**src/rtl/io_input_debounce_if.sv**
```systemverilog
// Pin-side and core-side signals of io_input_debounce, grouped for port binding.
// latch_out/latch_clr exist only when IO_DEBOUNCE_LATCH_EN is defined.
interface io_input_debounce_if #(
   parameter int NI = 4
);
   logic [NI-1:0] pin_in;
   logic [NI-1:0] level_out;
   logic [NI-1:0] rise_out;
   logic [NI-1:0] fall_out;
   logic          tick_out;
`ifdef IO_DEBOUNCE_LATCH_EN
   logic [NI-1:0] latch_out;
   logic [NI-1:0] latch_clr;

   modport slave (
      input  pin_in, latch_clr,
      output level_out, rise_out, fall_out, tick_out, latch_out
   );
   modport master (
      output pin_in, latch_clr,
      input  level_out, rise_out, fall_out, tick_out, latch_out
   );
`else
   modport slave (
      input  pin_in,
      output level_out, rise_out, fall_out, tick_out
   );
   modport master (
      output pin_in,
      input  level_out, rise_out, fall_out, tick_out
   );
`endif
endinterface

```
**src/rtl/io_input_debounce.sv**
```systemverilog
// Synchronise, normalise and debounce NI slow pins into clean levels plus rise/fall strobes; IO_DEBOUNCE_LATCH_EN adds sticky rise flags.
// Latency 2 sync + (DB_TICKS-1)*CLK_DIV+1..DB_TICKS*CLK_DIV + 1 output clk; no backpressure, outputs are free-running.
module io_input_debounce #(
   parameter int            NI       = 4,
   parameter logic [NI-1:0] INV      = '0,
   parameter int            CLK_DIV  = 76800,
   parameter int            DB_TICKS = 5
) (
   input  logic               clk,
   input  logic               rst,
   io_input_debounce_if.slave io
);
   localparam int            PW       = $clog2(CLK_DIV);
   localparam logic [PW-1:0] PRE_LAST = PW'(CLK_DIV - 1);
   localparam logic [7:0]    CNT_LAST = 8'(DB_TICKS - 1);

   typedef enum logic [1:0] {S_LO, S_PEND_HI, S_HI, S_PEND_LO} state_t;

   logic [PW-1:0] pre_q;
   logic          tick;
   logic [NI-1:0] sync1_q;
   logic [NI-1:0] sync2_q;
   logic [NI-1:0] s;
   state_t        st_q  [NI];
   state_t        st_d  [NI];
   logic [7:0]    cnt_q [NI];
   logic [7:0]    cnt_d [NI];
   logic [NI-1:0] level_q, level_d;
   logic [NI-1:0] rise_q, rise_d;
   logic [NI-1:0] fall_q, fall_d;

   // One prescaler paces every channel so acceptances line up on common ticks.
   assign tick = (pre_q == PRE_LAST);

   always_ff @(posedge clk or posedge rst) begin
      if (rst) begin
         pre_q <= '0;
      end else if (tick) begin
         pre_q <= '0;
      end else begin
         pre_q <= pre_q + PW'(1);
      end
   end

   // Sync flops reset to INV so the normalised sample starts inactive.
   always_ff @(posedge clk or posedge rst) begin
      if (rst) begin
         sync1_q <= INV;
         sync2_q <= INV;
      end else begin
         sync1_q <= io.pin_in;
         sync2_q <= sync1_q;
      end
   end

   assign s = sync2_q ^ INV;

   always_comb begin
      level_d = level_q;
      rise_d  = '0;
      fall_d  = '0;
      for (int i = 0; i < NI; i++) begin
         st_d[i]  = st_q[i];
         cnt_d[i] = cnt_q[i];
         case (st_q[i])
            S_LO: begin
               if (s[i]) begin
                  st_d[i]  = S_PEND_HI;
                  cnt_d[i] = '0;
               end
            end
            S_PEND_HI: begin
               // A bounce wins over a coincident tick: that tick is discarded.
               if (!s[i]) begin
                  st_d[i]  = S_LO;
                  cnt_d[i] = '0;
               end else if (tick) begin
                  if (cnt_q[i] == CNT_LAST) begin
                     st_d[i]    = S_HI;
                     cnt_d[i]   = '0;
                     level_d[i] = 1'b1;
                     rise_d[i]  = 1'b1;
                  end else begin
                     cnt_d[i] = cnt_q[i] + 8'd1;
                  end
               end
            end
            S_HI: begin
               if (!s[i]) begin
                  st_d[i]  = S_PEND_LO;
                  cnt_d[i] = '0;
               end
            end
            S_PEND_LO: begin
               if (s[i]) begin
                  st_d[i]  = S_HI;
                  cnt_d[i] = '0;
               end else if (tick) begin
                  if (cnt_q[i] == CNT_LAST) begin
                     st_d[i]    = S_LO;
                     cnt_d[i]   = '0;
                     level_d[i] = 1'b0;
                     fall_d[i]  = 1'b1;
                  end else begin
                     cnt_d[i] = cnt_q[i] + 8'd1;
                  end
               end
            end
            default: begin
               st_d[i]  = S_LO;
               cnt_d[i] = '0;
            end
         endcase
      end
   end

   always_ff @(posedge clk or posedge rst) begin
      if (rst) begin
         level_q <= '0;
         rise_q  <= '0;
         fall_q  <= '0;
         for (int i = 0; i < NI; i++) begin
            st_q[i]  <= S_LO;
            cnt_q[i] <= '0;
         end
      end else begin
         level_q <= level_d;
         rise_q  <= rise_d;
         fall_q  <= fall_d;
         for (int i = 0; i < NI; i++) begin
            st_q[i]  <= st_d[i];
            cnt_q[i] <= cnt_d[i];
         end
      end
   end

   assign io.level_out = level_q;
   assign io.rise_out  = rise_q;
   assign io.fall_out  = fall_q;
   assign io.tick_out  = tick;

`ifdef IO_DEBOUNCE_LATCH_EN
   logic [NI-1:0] latch_q;

   // Set term is OR-ed after the clear so a same-cycle rise is never lost.
   always_ff @(posedge clk or posedge rst) begin
      if (rst) begin
         latch_q <= '0;
      end else begin
         latch_q <= (latch_q & ~io.latch_clr) | rise_q;
      end
   end

   assign io.latch_out = latch_q;
`endif
endmodule

```
**src/flat_wrapper.sv**
```systemverilog
// flat-port wrapper written by rule: the top's interface ports become plain ports
module io_input_debounce_flat 
#(
   parameter int            NI       = 4,
   parameter logic [NI-1:0] INV      = '0,
   parameter int            CLK_DIV  = 76800,
   parameter int            DB_TICKS = 5
)
  (clk, rst, io_pin_in, io_level_out, io_rise_out, io_fall_out, io_tick_out);
  io_input_debounce_if #(.NI(NI)) io_i ();
  input  logic clk;
  input  logic rst;
  input wire logic [$bits(io_i.pin_in)-1:0] io_pin_in;
  output wire logic [$bits(io_i.level_out)-1:0] io_level_out;
  output wire logic [$bits(io_i.rise_out)-1:0] io_rise_out;
  output wire logic [$bits(io_i.fall_out)-1:0] io_fall_out;
  output wire logic [$bits(io_i.tick_out)-1:0] io_tick_out;
  assign io_i.pin_in = io_pin_in;
  assign io_level_out = io_i.level_out;
  assign io_rise_out = io_i.rise_out;
  assign io_fall_out = io_i.fall_out;
  assign io_tick_out = io_i.tick_out;
  io_input_debounce #(.NI(NI), .INV(INV), .CLK_DIV(CLK_DIV), .DB_TICKS(DB_TICKS)) u_core (.clk(clk), .rst(rst), .io(io_i));
endmodule
```
**config.mk**
```make
export PLATFORM = sky130hd
export DESIGN_NAME = io_input_debounce_flat
export DESIGN_NICKNAME = d
export VERILOG_FILES = /design/src/rtl/io_input_debounce_if.sv /design/src/rtl/io_input_debounce.sv /design/src/flat_wrapper.sv
export SDC_FILE = /design/constraint.sdc
export NUM_CORES = 1
export LEC_CHECK = 0
export ABC_AREA = 1
export CORE_MARGIN = 3
export CORE_UTILIZATION = 56
export DETAILED_ROUTE_END_ITERATION = 10
export PLACE_DENSITY_LB_ADDON = 0.1
export SYNTH_ARGS = -nofsm -noshare
export SYNTH_HDL_FRONTEND = slang
export SYNTH_SLANG_ARGS = --single-unit
export TNS_END_PERCENT = 30
```
**constraint.sdc**
```tcl
create_clock -name clk -period 4.6 [get_ports clk]
set_input_delay 0.46 -clock clk [delete_from_list [all_inputs] [get_ports clk]]
set_output_delay 0.46 -clock clk [all_outputs]
set_load 0.05 [all_outputs]
```
# Word-level counts from Yosys, hierarchy flattened
# Cells that the tools add are included.
[op_classes]
add_sub_neg = 5
eq_ne = 65
mux = 117
reduce_logical = 20
[ops]
columns = ["cell", "n"]
rows = [
  ["$mux W8", 24],
  ["$pmux W8 S4", 4],
  ["$mux W2", 32],
  ["$mux W1", 48],
  ["$add A8 B1 Y8 const B", 4],
  ["$eq A8 B3 Y1 const B", 4],
  ["$ne A2 B1 Y1 const B", 16],
  ["$ne A2 B2 Y1 const B", 16],
  ["$pmux W2 S4", 4],
  ["$reduce_and A7 Y1", 4],
  ["$ne A3 B3 Y1 const B", 8],
  ["$reduce_and A6 Y1", 4],
  ["$add A17 B1 Y17 const B", 1],
  ["$eq A17 B17 Y1 const B", 1],
  ["$mux W17", 1],
  ["$eq A2 B2 Y1 const B", 8],
  ["$ne A3 B1 Y1 const B", 4],
  ["$ne A3 B2 Y1 const B", 4],
  ["$eq A2 B1 Y1 const B", 4],
  ["$logic_not A2 Y1", 4],
  ["$pmux W1 S2", 4],
  ["$reduce_and A2 Y1", 4],
  ["$reduce_bool A2 Y1", 4],
]
[totals]
regBits = 77
input_bits = 6
out_inout_bits = 13
wordCells = 224

# Depth between registers and ports, before layout
# Gate-level depths: netlist of run 1.
[depth]
ltp_word = 5
mapped_depth = 12
ltp_nobuf = 12

# Worst setup path before layout of run 1
# No wires, ideal clock.
[synth_timing]
kind = "reg-to-output"
start = "register u_core.pre_q[0]"
end = "output port io_tick_out"
arrival_ns = 1.456
required_time_ns = 4.140
path_slack_ns = 2.684
path_stages_with_launch = 7
path_buffers = 1
path_cell_list = "dfrtp_1 -> ha_1 -> nand3_2 -> nor2_4 -> nand2_2 -> nor2_8 -> buf_2"
[synth_via]
elab_chain_len = 1
[synth_lines]
columns = ["element", "line_no", "text"]
rows = [
  ["start: declaration", "io_input_debounce.sv:19", "logic [PW-1:0] pre_q;"],
  ["start signal: assignment", "io_input_debounce.sv:41", "pre_q <= pre_q + PW'(1);"],
  ["$eq A17 B17 Y1", "io_input_debounce.sv:33", "assign tick = (pre_q == PRE_LAST);"],
  ["end: declaration", "flat_wrapper.sv:17", "output wire logic [$bits(io_i.tick_out)-1:0] io_tick_out;"],
]
# Every way passes these cells.

# Worst setup path after layout of run 1
# Ends and elaborated chain as after synthesis.

==> results of run 1 <==
[Yosys cell counts (all sizes together), types with 2 or more instances]
cell,instances,area share (%)
a21oi,23,2.8
a22oi,2,0.36
and3,2,0.30
buf,6,0.94
dfrtp,77,47
ha,9,2.7
inv,89,8.1
nand2,115,11
nand3,45,5.7
nand4,11,1.7
nor2,56,6.0
nor3,14,1.7
o211ai,2,0.36
o21ai,48,5.8
o22ai,7,1.1
or2,2,0.30
xor2,13,2.8
[power breakdown]
group	internal [mW]	total (mW)	leakage (nW)	switching, mW
Clock	0.387	0.629	0.125	0.242
Combinational	0.0805	0.258	1.09	0.178
Sequential	0.703	0.737	1.03	0.0332
[layout make-up]
cell class                      count  area, sq um  share of cell area, %
Inverter                           89          335                   7.25
Sequential cell                    77         1930                   41.6
Timing Repair Buffer               19          188                   4.06
Multi-Input combinational cell    358         1810                   39.1
Clock inverter                      4         95.1                   2.05
Clock buffer                       11          151                   3.27
Tap cell                           96          120                   2.60
[sequential cells by signal, indices dropped and copies added (netlist names), named ones only]
| register | count |
|---|---|
| u_core.io.rise_out | 4 |
| u_core.st_q | 4 |
| u_core.io.level_out | 4 |
| u_core.sync1_q | 4 |
| u_core.cnt_q | 32 |
| u_core.s | 4 |
| u_core.pre_q | 17 |
| u_core.io.fall_out | 4 |
[worst max-delay path: stages (launching register included)]
cell and delay [ns]:
dfrtp_1 0.39, ha_1 0.24, nand3_2 0.15, nor2_4 0.15, nand2_2 0.11, nor2_8 0.52
clkdlybuf4s50_1 0.92
[stage by stage]
| step | area [sq um] | total power [mW] | worst slack [ns] | utilization, % |
|---|---|---|---|---|
| floorplan | 4120 | 0.938 | 2.17 | - |
| global placement | 4380 | 0.997 | 1.74 | 63.1 |
| detailed placement | 4380 | 1.01 | 1.68 | 63.1 |
| CTS | 4630 | 1.63 | 1.30 | 66.6 |
| global route | 4630 | 1.70 | 1.16 | 66.6 |
| finish | 4630 | 1.62 | 1.31 | 66.6 |
[kinds of logic after synthesis]
family	after synthesis	synth area share, %
buffers and inverters	96	9.15
AND/OR/NAND/NOR	249	27.2
AO/OA/AOI/OAI	87	11.4
flip-flops	77	46.8
XOR/XNOR	13	2.77
adder cells (fa/ha/maj)	9	2.74
[how the worst min path moves through the flow]
stage | slack [ns] | endpoint | cells past startpoint | from
2_1_floorplan | 0.33 | u_core.s[0] | 0 | u_core.sync1_q[0]
6_report | 0.35 | u_core.s[2] | 0 | u_core.sync1_q[2]
5_1_grt | 0.36 | u_core.s[1] | 0 | u_core.sync1_q[1]
3_5_place_dp | 0.34 | u_core.s[2] | 0 | u_core.sync1_q[2]
4_1_cts | 0.35 | u_core.s[2] | 0 | u_core.sync1_q[2]
3_3_place_gp | 0.33 | u_core.s[3] | 0 | u_core.sync1_q[3]
[metal layers]
| metal | track usage [%] | wire, microns | up-vias | share of wire (%) |
|---|---|---|---|---|
| met1 | 25.6 | 3630 | 1623 | 45 |
| met2 | 36.3 | 4020 | 57 | 50 |
| met5 | 0 | 0 | - | 0 |
| met3 | 3.12 | 277 | 8 | 3.5 |
| li1 | - | - | 1753 | - |
| met4 | 7.80 | 90 | 0 | 1.1 |
==> summary.txt, run 1 <==
status -> completed
DRC -> 0
Net count, final -> 569
layout cells sized above 1 -> 5.73%
most frequent cells in the layout -> nand2_1, inv_1, dfrtp_1
grt ovf -> 0
crit path kind -> reg -> out
TritonCTS clock tree -> yes
Root Buffer -> clkbuf_8
routed vias/inst -> 5.26
total CTS buffers -> 9
htree depth -> 3
post-cts gate resize count -> 0
critical path endpoint category -> output port
final hold violation count -> 0
Pwr Density -> 351 nW/um^2
Ys Warns -> 0
Vias -> 3441
Clock transition at path regs -> 0.08 ns
Post-Route WL -> 8010 microns
RSZ-0062 raised after global routing -> no
Syn-to-layout area delta -> 12.5%
worst path required time -> 4.14 ns
Synth Instances -> 531
# setup viols final -> 0
Core Footprint -> 6940 sq um
DR iter-0 viols -> 237
Critical Path Fanout Max -> 46
static leakage -> 2.25 nW
Clock Path Buffers -> 2
Synth Net Count -> 546
Setup Total Neg Slack -> 0 ns
worst-margin pin slew -> 0.746 ns
Hold WC Path Type -> reg -> reg
sequential fraction of the synthesis area -> 46.8%
Synth Area per Inst -> 7.75 sq um
GRT Util Overall -> 20.6%
fin crit share -> 71.6%
commonest non-fill, non-tap cell in the layout -> nand2_1
Synth async-reset ratio -> 100%
global-route wire length before repair -> 14400 microns
r2r startpoint -> u_core.pre_q[0]
ant diodes -> 0
Max Cap Viol -> 0
Initial DRT Pass Iterations -> 5
Filler cells -> 568
initial core utilization -> 59.3%
Mapped Area -> 4120 sq um
DIE AREA -> 8410 sq um
largest net degree at the start of global routing -> 47
clock skew -> 0.0101 ns
fin cells -> 654
Antenna Nets Post-Route -> 0
slew margin rel. -> 50.2%
Critical Path Sink -> io_tick_out
Reg-to-Reg End -> u_core.cnt_q[18]
placed insts -> 639
RD Place Congestion -> 0.883
FF-to-FF setup slack -> 2.30 ns
Chip Width -> 91.7 microns
EDFF count, synth -> 0
CP Launch Point -> u_core.pre_q[0]
count of different cell masters after synthesis -> 36
Peak VDD IR -> 160 uV
minimum clock period -> 3.29 ns
# rows -> 30
Clock Latency Late Sink -> 0.34 ns
fmax -> 304 MHz
DP HPWL -> 5510 microns
Critical Path AT -> 2.83 ns
DR WL/cell -> 12.2 microns
postcts setup bufs -> 0
antenna violations before repair -> 0
die height -> 91.7 microns
port buffer count -> 18
Hold Slack -> 0.353 ns
FF+latch count, synth -> 77
clock sink count -> 77
I/O pin total -> 19
Post-CTS Hold Fix Bufs -> 0
Synth Flop Type -> dfrtp_1
vias in the first global route -> 3338
R2R cell count -> 10
Slew Limit Fails -> 0
Setup crit start kind -> flop
(Power assumes the default switching activity.)
==> inputs of run 2 (changes only) <==
- CORE_UTILIZATION: 56 -> 55
- clock period: 4.6 -> 2.9 ns (I/O delays scaled with it)
==> run 2 against run 1 <==
Net effect: clock power grew 26%; clock skew up 0.00054 ns; die area rose by 1.7%; largest cell class unchanged; setup slack got worse by 0.81 ns; total power up 46%; utilization is 1.2 points lower; sequential power grew 59%; highest routed layer unchanged.
==> summary.txt, run 2 (synthesis gave the netlist of run 1 again) <==
R2R cell count -> 10
global-route wire length before repair -> 13600 microns
r2r startpoint -> u_core.pre_q[0]
Reg-to-Reg End -> u_core.cnt_q[18]
Post-CTS Hold Fix Bufs -> 0
Slew Limit Fails -> 0
DIE AREA -> 8560 sq um
Core Footprint -> 7020 sq um
clock sink count -> 77
crit path kind -> reg -> out
TritonCTS clock tree -> yes
critical path, cell by cell -> ha_1 > nand3_2 > nor2_4 > nand2_2 > nor2_8 > buf_4
Syn-to-layout area delta -> 11.6%
# setup viols final -> 0
biggest regs -> u_core.cnt_q: 32 flops, u_core.pre_q: 17 flops
footprint of the multi-input gates -> 1810 sq um
postcts setup bufs -> 0
DR WL/cell -> 11.8 microns
Vias -> 3427
fin crit share -> 82.8%
RD Place Congestion -> 0.883
highest metal layer with signal wires -> met4
final hold violation count -> 0
status -> completed
DRC -> 0
worst path required time -> 2.61 ns
DP HPWL -> 5450 microns
Net count, final -> 570
commonest non-fill, non-tap cell in the layout -> nand2_1
antenna violations before repair -> 0
DR iter-0 viols -> 159
Peak VDD IR -> 203 uV
routed wl met3 -> 271 microns
static leakage -> 2.23 nW
post-cts gate resize count -> 0
Chip Width -> 92.5 microns
most frequent cells in the layout -> nand2_1, inv_1, dfrtp_1
critical path endpoint category -> output port
I/O pin total -> 19
Worst path max stage delay -> 0.45 ns
# rows -> 30
Largest register FFs -> 32
Filler cells -> 612
Worst path top cell family by delay -> simple AND/OR/NAND/NOR gates
Top reg by flops -> u_core.cnt_q
slew margin rel. -> 61.7%
clock skew -> 0.0107 ns
GRT Util Overall -> 19.2%
ant diodes -> 0
CP max stage cell -> nor2_8
CP Launch Point -> u_core.pre_q[0]
Final Cell Area -> 4590 sq um
Pwr Density -> 515 nW/um^2
total CTS buffers -> 9
grt ovf -> 0
port buffer count -> 18
fmax -> 416 MHz
Setup crit start kind -> flop
worst-margin pin slew -> 0.573 ns
Antenna Nets Post-Route -> 0
Post-Route WL -> 7730 microns
Hold WC Path Type -> in -> async
largest net degree at the start of global routing -> 46
placed insts -> 640
minimum clock period -> 2.40 ns
Critical Path Fanout Max -> 38
Critical Path AT -> 2.11 ns
htree depth -> 3
fin cells -> 656
M1 WL -> 3690 microns
Root Buffer -> clkbuf_8
Hold Slack -> 0.307 ns
met2 wire length -> 3690 microns
vias in the first global route -> 3195
Setup Total Neg Slack -> 0 ns
Clock Latency Late Sink -> 0.34 ns
Reg area -> 1930 sq um
Max Cap Viol -> 0
WP buf/inv -> 1
initial core utilization -> 58.6%
Initial DRT Pass Iterations -> 4
post-placement cell area -> 4400 sq um
post-layout util -> 65.4%
layout cells sized above 1 -> 5.89%
FF-to-FF setup slack -> 0.75 ns
RSZ-0062 raised after global routing -> no
die height -> 92.5 microns
Clock transition at path regs -> 0.08 ns
Clock Path Buffers -> 2
routed vias/inst -> 5.22
[run 2: cell count changes in the layout (fill, tap and decap cells not counted), sizes merged]
cell	change
bufinv	-2
clkinvlp	+1
clkinv	+1
clkbuf	+1
clkdlybuf4s50	-1
buf	+2
[run 2: worst max path at each step]
stage / to / slack (ns) / depth (start not counted)
after CTS: io_tick_out / 0.47 / 6
after detailed placement: u_core.cnt_q[11] / 0.73 / 10
after global routing: io_tick_out / 0.31 / 6
after global placement: u_core.cnt_q[11] / 0.84 / 10
final: io_tick_out / 0.50 / 6
after floorplan: asynchronous set/reset pin / 0.64 / 1
[run 2: routing by layer]
metal,track usage (%),vias to the layer above
met5,0,-
met4,6.44,0
met3,3.74,8
met2,33.3,63
met1,24.0,1598
li1,-,1758
[run 2: cell type report]
class | count | area share [%]
sequential | 77 | 42.0
multi-input combinational | 358 | 39.5
inverter | 89 | 7.30
timing repair buffer | 20 | 4.47
clock buffer | 12 | 3.16
tap | 96 | 2.62
clock inverter | 4 | 1.04
[run 2: where the power goes]
| group | switching [mW] | internal [mW] | leakage [nW] |
|---|---|---|---|
| Combinational | 0.276 | 0.130 | 1.10 |
| Sequential | 0.0503 | 1.12 | 1.03 |
| Clock | 0.373 | 0.419 | 0.0964 |
| Total | 0.699 | 1.66 | 2.23 |
[run 2: through the flow]
step / worst slack [ns] / total power, mW
floorplan: 0.643 / 1.49
global placement: 0.837 / 1.58
detailed placement: 0.727 / 1.59
CTS: 0.468 / 2.39
global route: 0.312 / 2.49
finish: 0.498 / 2.36
==> inputs of run 3 (changes only) <==
- clock period: 2.9 -> 1.9 ns (I/O delays scaled with it)
==> run 3 against run 2 <==
Net effect: routed wire length increased by 3.2%; critical path depth increased by 1; clock-buffer cell count grew 1; die area did not move; critical endpoint unchanged; sequential cell count did not move; via count increased by 2.5%; first-iteration DRC count fell by 4.4%; final area grew 4.3%; combinational power increased by 54%.
==> summary.txt, run 3 (synthesis gave the netlist of run 1 again) <==
biggest regs -> u_core.cnt_q: 32 flops, u_core.pre_q: 17 flops
Initial DRT Pass Iterations -> 5
antenna violations before repair -> 0
RD Place Congestion -> 0.901
Filler cells -> 584
GRT Util Overall -> 20.2%
Pwr Density -> 771 nW/um^2
Critical Path AT -> 1.66 ns
DR iter-0 viols -> 152
clock skew -> 0.00789 ns
DP HPWL -> 5720 microns
fin crit share -> 97.2%
Net count, final -> 586
ant diodes -> 0
Largest register FFs -> 32
Post-Route WL -> 7980 microns
vias in the first global route -> 3344
htree depth -> 3
Peak VDD IR -> 398 uV
Hold Slack -> 0.277 ns
static leakage -> 2.33 nW
Critical Path Fanout Max -> 8
status -> completed
Clock transition at path regs -> 0.08 ns
Post-Place Setup Slack -> 0.0154 ns
global-route wire length before repair -> 14100 microns
total CTS buffers -> 9
layout cells sized above 1 -> 9.38%
critical path endpoint category -> output port
# setup viols final -> 0
Syn-to-layout area delta -> 16.4%
critical path, cell by cell -> ha_4 > nand3_2 > nor2_4 > nand2_2 > nor2_8 > buf_6 > buf_12
DRC -> 0
Core Footprint -> 7020 sq um
Vias -> 3512
Top reg by flops -> u_core.cnt_q
final hold violation count -> 0
crit path kind -> reg -> out
fmax -> 542 MHz
fin cells -> 672
post-placement cell area -> 4520 sq um
slew margin rel. -> 66.1%
initial core utilization -> 58.6%
TritonCTS clock tree -> yes
DIE AREA -> 8560 sq um
Chip Width -> 92.5 microns
DR WL/cell -> 11.9 microns
routed vias/inst -> 5.23
worst path required time -> 1.71 ns
most frequent cells in the layout -> nand2_1, inv_1, dfrtp_1
Max Cap Viol -> 0
Worst path max stage delay -> 0.41 ns
I/O pin total -> 19
largest net degree at the start of global routing -> 78
clock sink count -> 77
port buffer count -> 18
post-layout util -> 68.3%
# rows -> 30
CP max stage cell -> dfrtp_1
Slew Limit Fails -> 0
hold_sp -> io_pin_in[1]
Setup Total Neg Slack -> 0 ns
worst-margin pin slew -> 0.507 ns
final setup margin -> 0.0540 ns
minimum clock period -> 1.85 ns
r2r startpoint -> u_core.pre_q[1]
Root Buffer -> clkbuf_8
Pwr Total -> 3.69 mW
commonest non-fill, non-tap cell in the layout -> nand2_1
CP Launch Point -> u_core.pre_q[1]
RSZ-0062 raised after global routing -> yes
Hold WC Path Type -> in -> reg
Antenna Nets Post-Route -> 0
Final Cell Area -> 4790 sq um
placed insts -> 654
Clock Path Buffers -> 2
Setup crit start kind -> flop
grt ovf -> 0
Clock Latency Late Sink -> 0.35 ns
die height -> 92.5 microns
run 3: what timing repair did:
action                                  CTS  global route
pin swaps                                 1             0
hold buffers                              0             0
endpoints found under the setup margin    1            39
resized for setup                         0            11
setup buffers                             1             1
run 3: path summary, 6_finish.rpt:
path | depth (start not counted) | endpoint | slack, ns
worst max-delay path | 7 | io_tick_out | 0.05
worst min-delay path | 1 | u_core.sync1_q[1] | 0.28
worst max register to register | 11 | u_core.io.level_out[2] | 0.14
worst min register to register | 0 | u_core.s[2] | 0.35
max in group asynchronous | 3 | u_core.cnt_q[30] | 1.30
min in group asynchronous | 3 | u_core.io.level_out[3] | 0.29
run 3: critical path, delay by kind of cell (launching register included):
| kind | cells | cell delay (ns) |
|---|---|---|
| flops | 1 | 0.41 |
| simple gates | 4 | 0.45 |
| buf+inv | 2 | 0.29 |
| fa+ha+maj | 1 | 0.17 |
run 3: metal layers:
layer / wire (microns) / GRT usage, % / vias to the layer above
met3: 355 / 2.76 / 8
li1: - / - / 1783
met4: 108 / 9.16 / 0
met1: 3670 / 25.4 / 1651
met5: 0 / 0 / -
met2: 3850 / 34.7 / 70
run 3: layout make-up:
type | instances | area, sq um | share of cell area (%)
Clock buffer | 13 | 169 | 3.53
Clock inverter | 3 | 42.5 | 0.888
Inverter | 89 | 338 | 7.05
Multi-Input combinational cell | 358 | 1840 | 38.3
Sequential cell | 77 | 1930 | 40.2
Tap cell | 96 | 120 | 2.51
Timing Repair Buffer | 36 | 358 | 7.47
run 3: report_power, final:
part           total, mW  internal [mW]  switching, mW
clock               1.29          0.713          0.573
sequential          1.78           1.70         0.0775
combinational      0.624          0.209          0.415
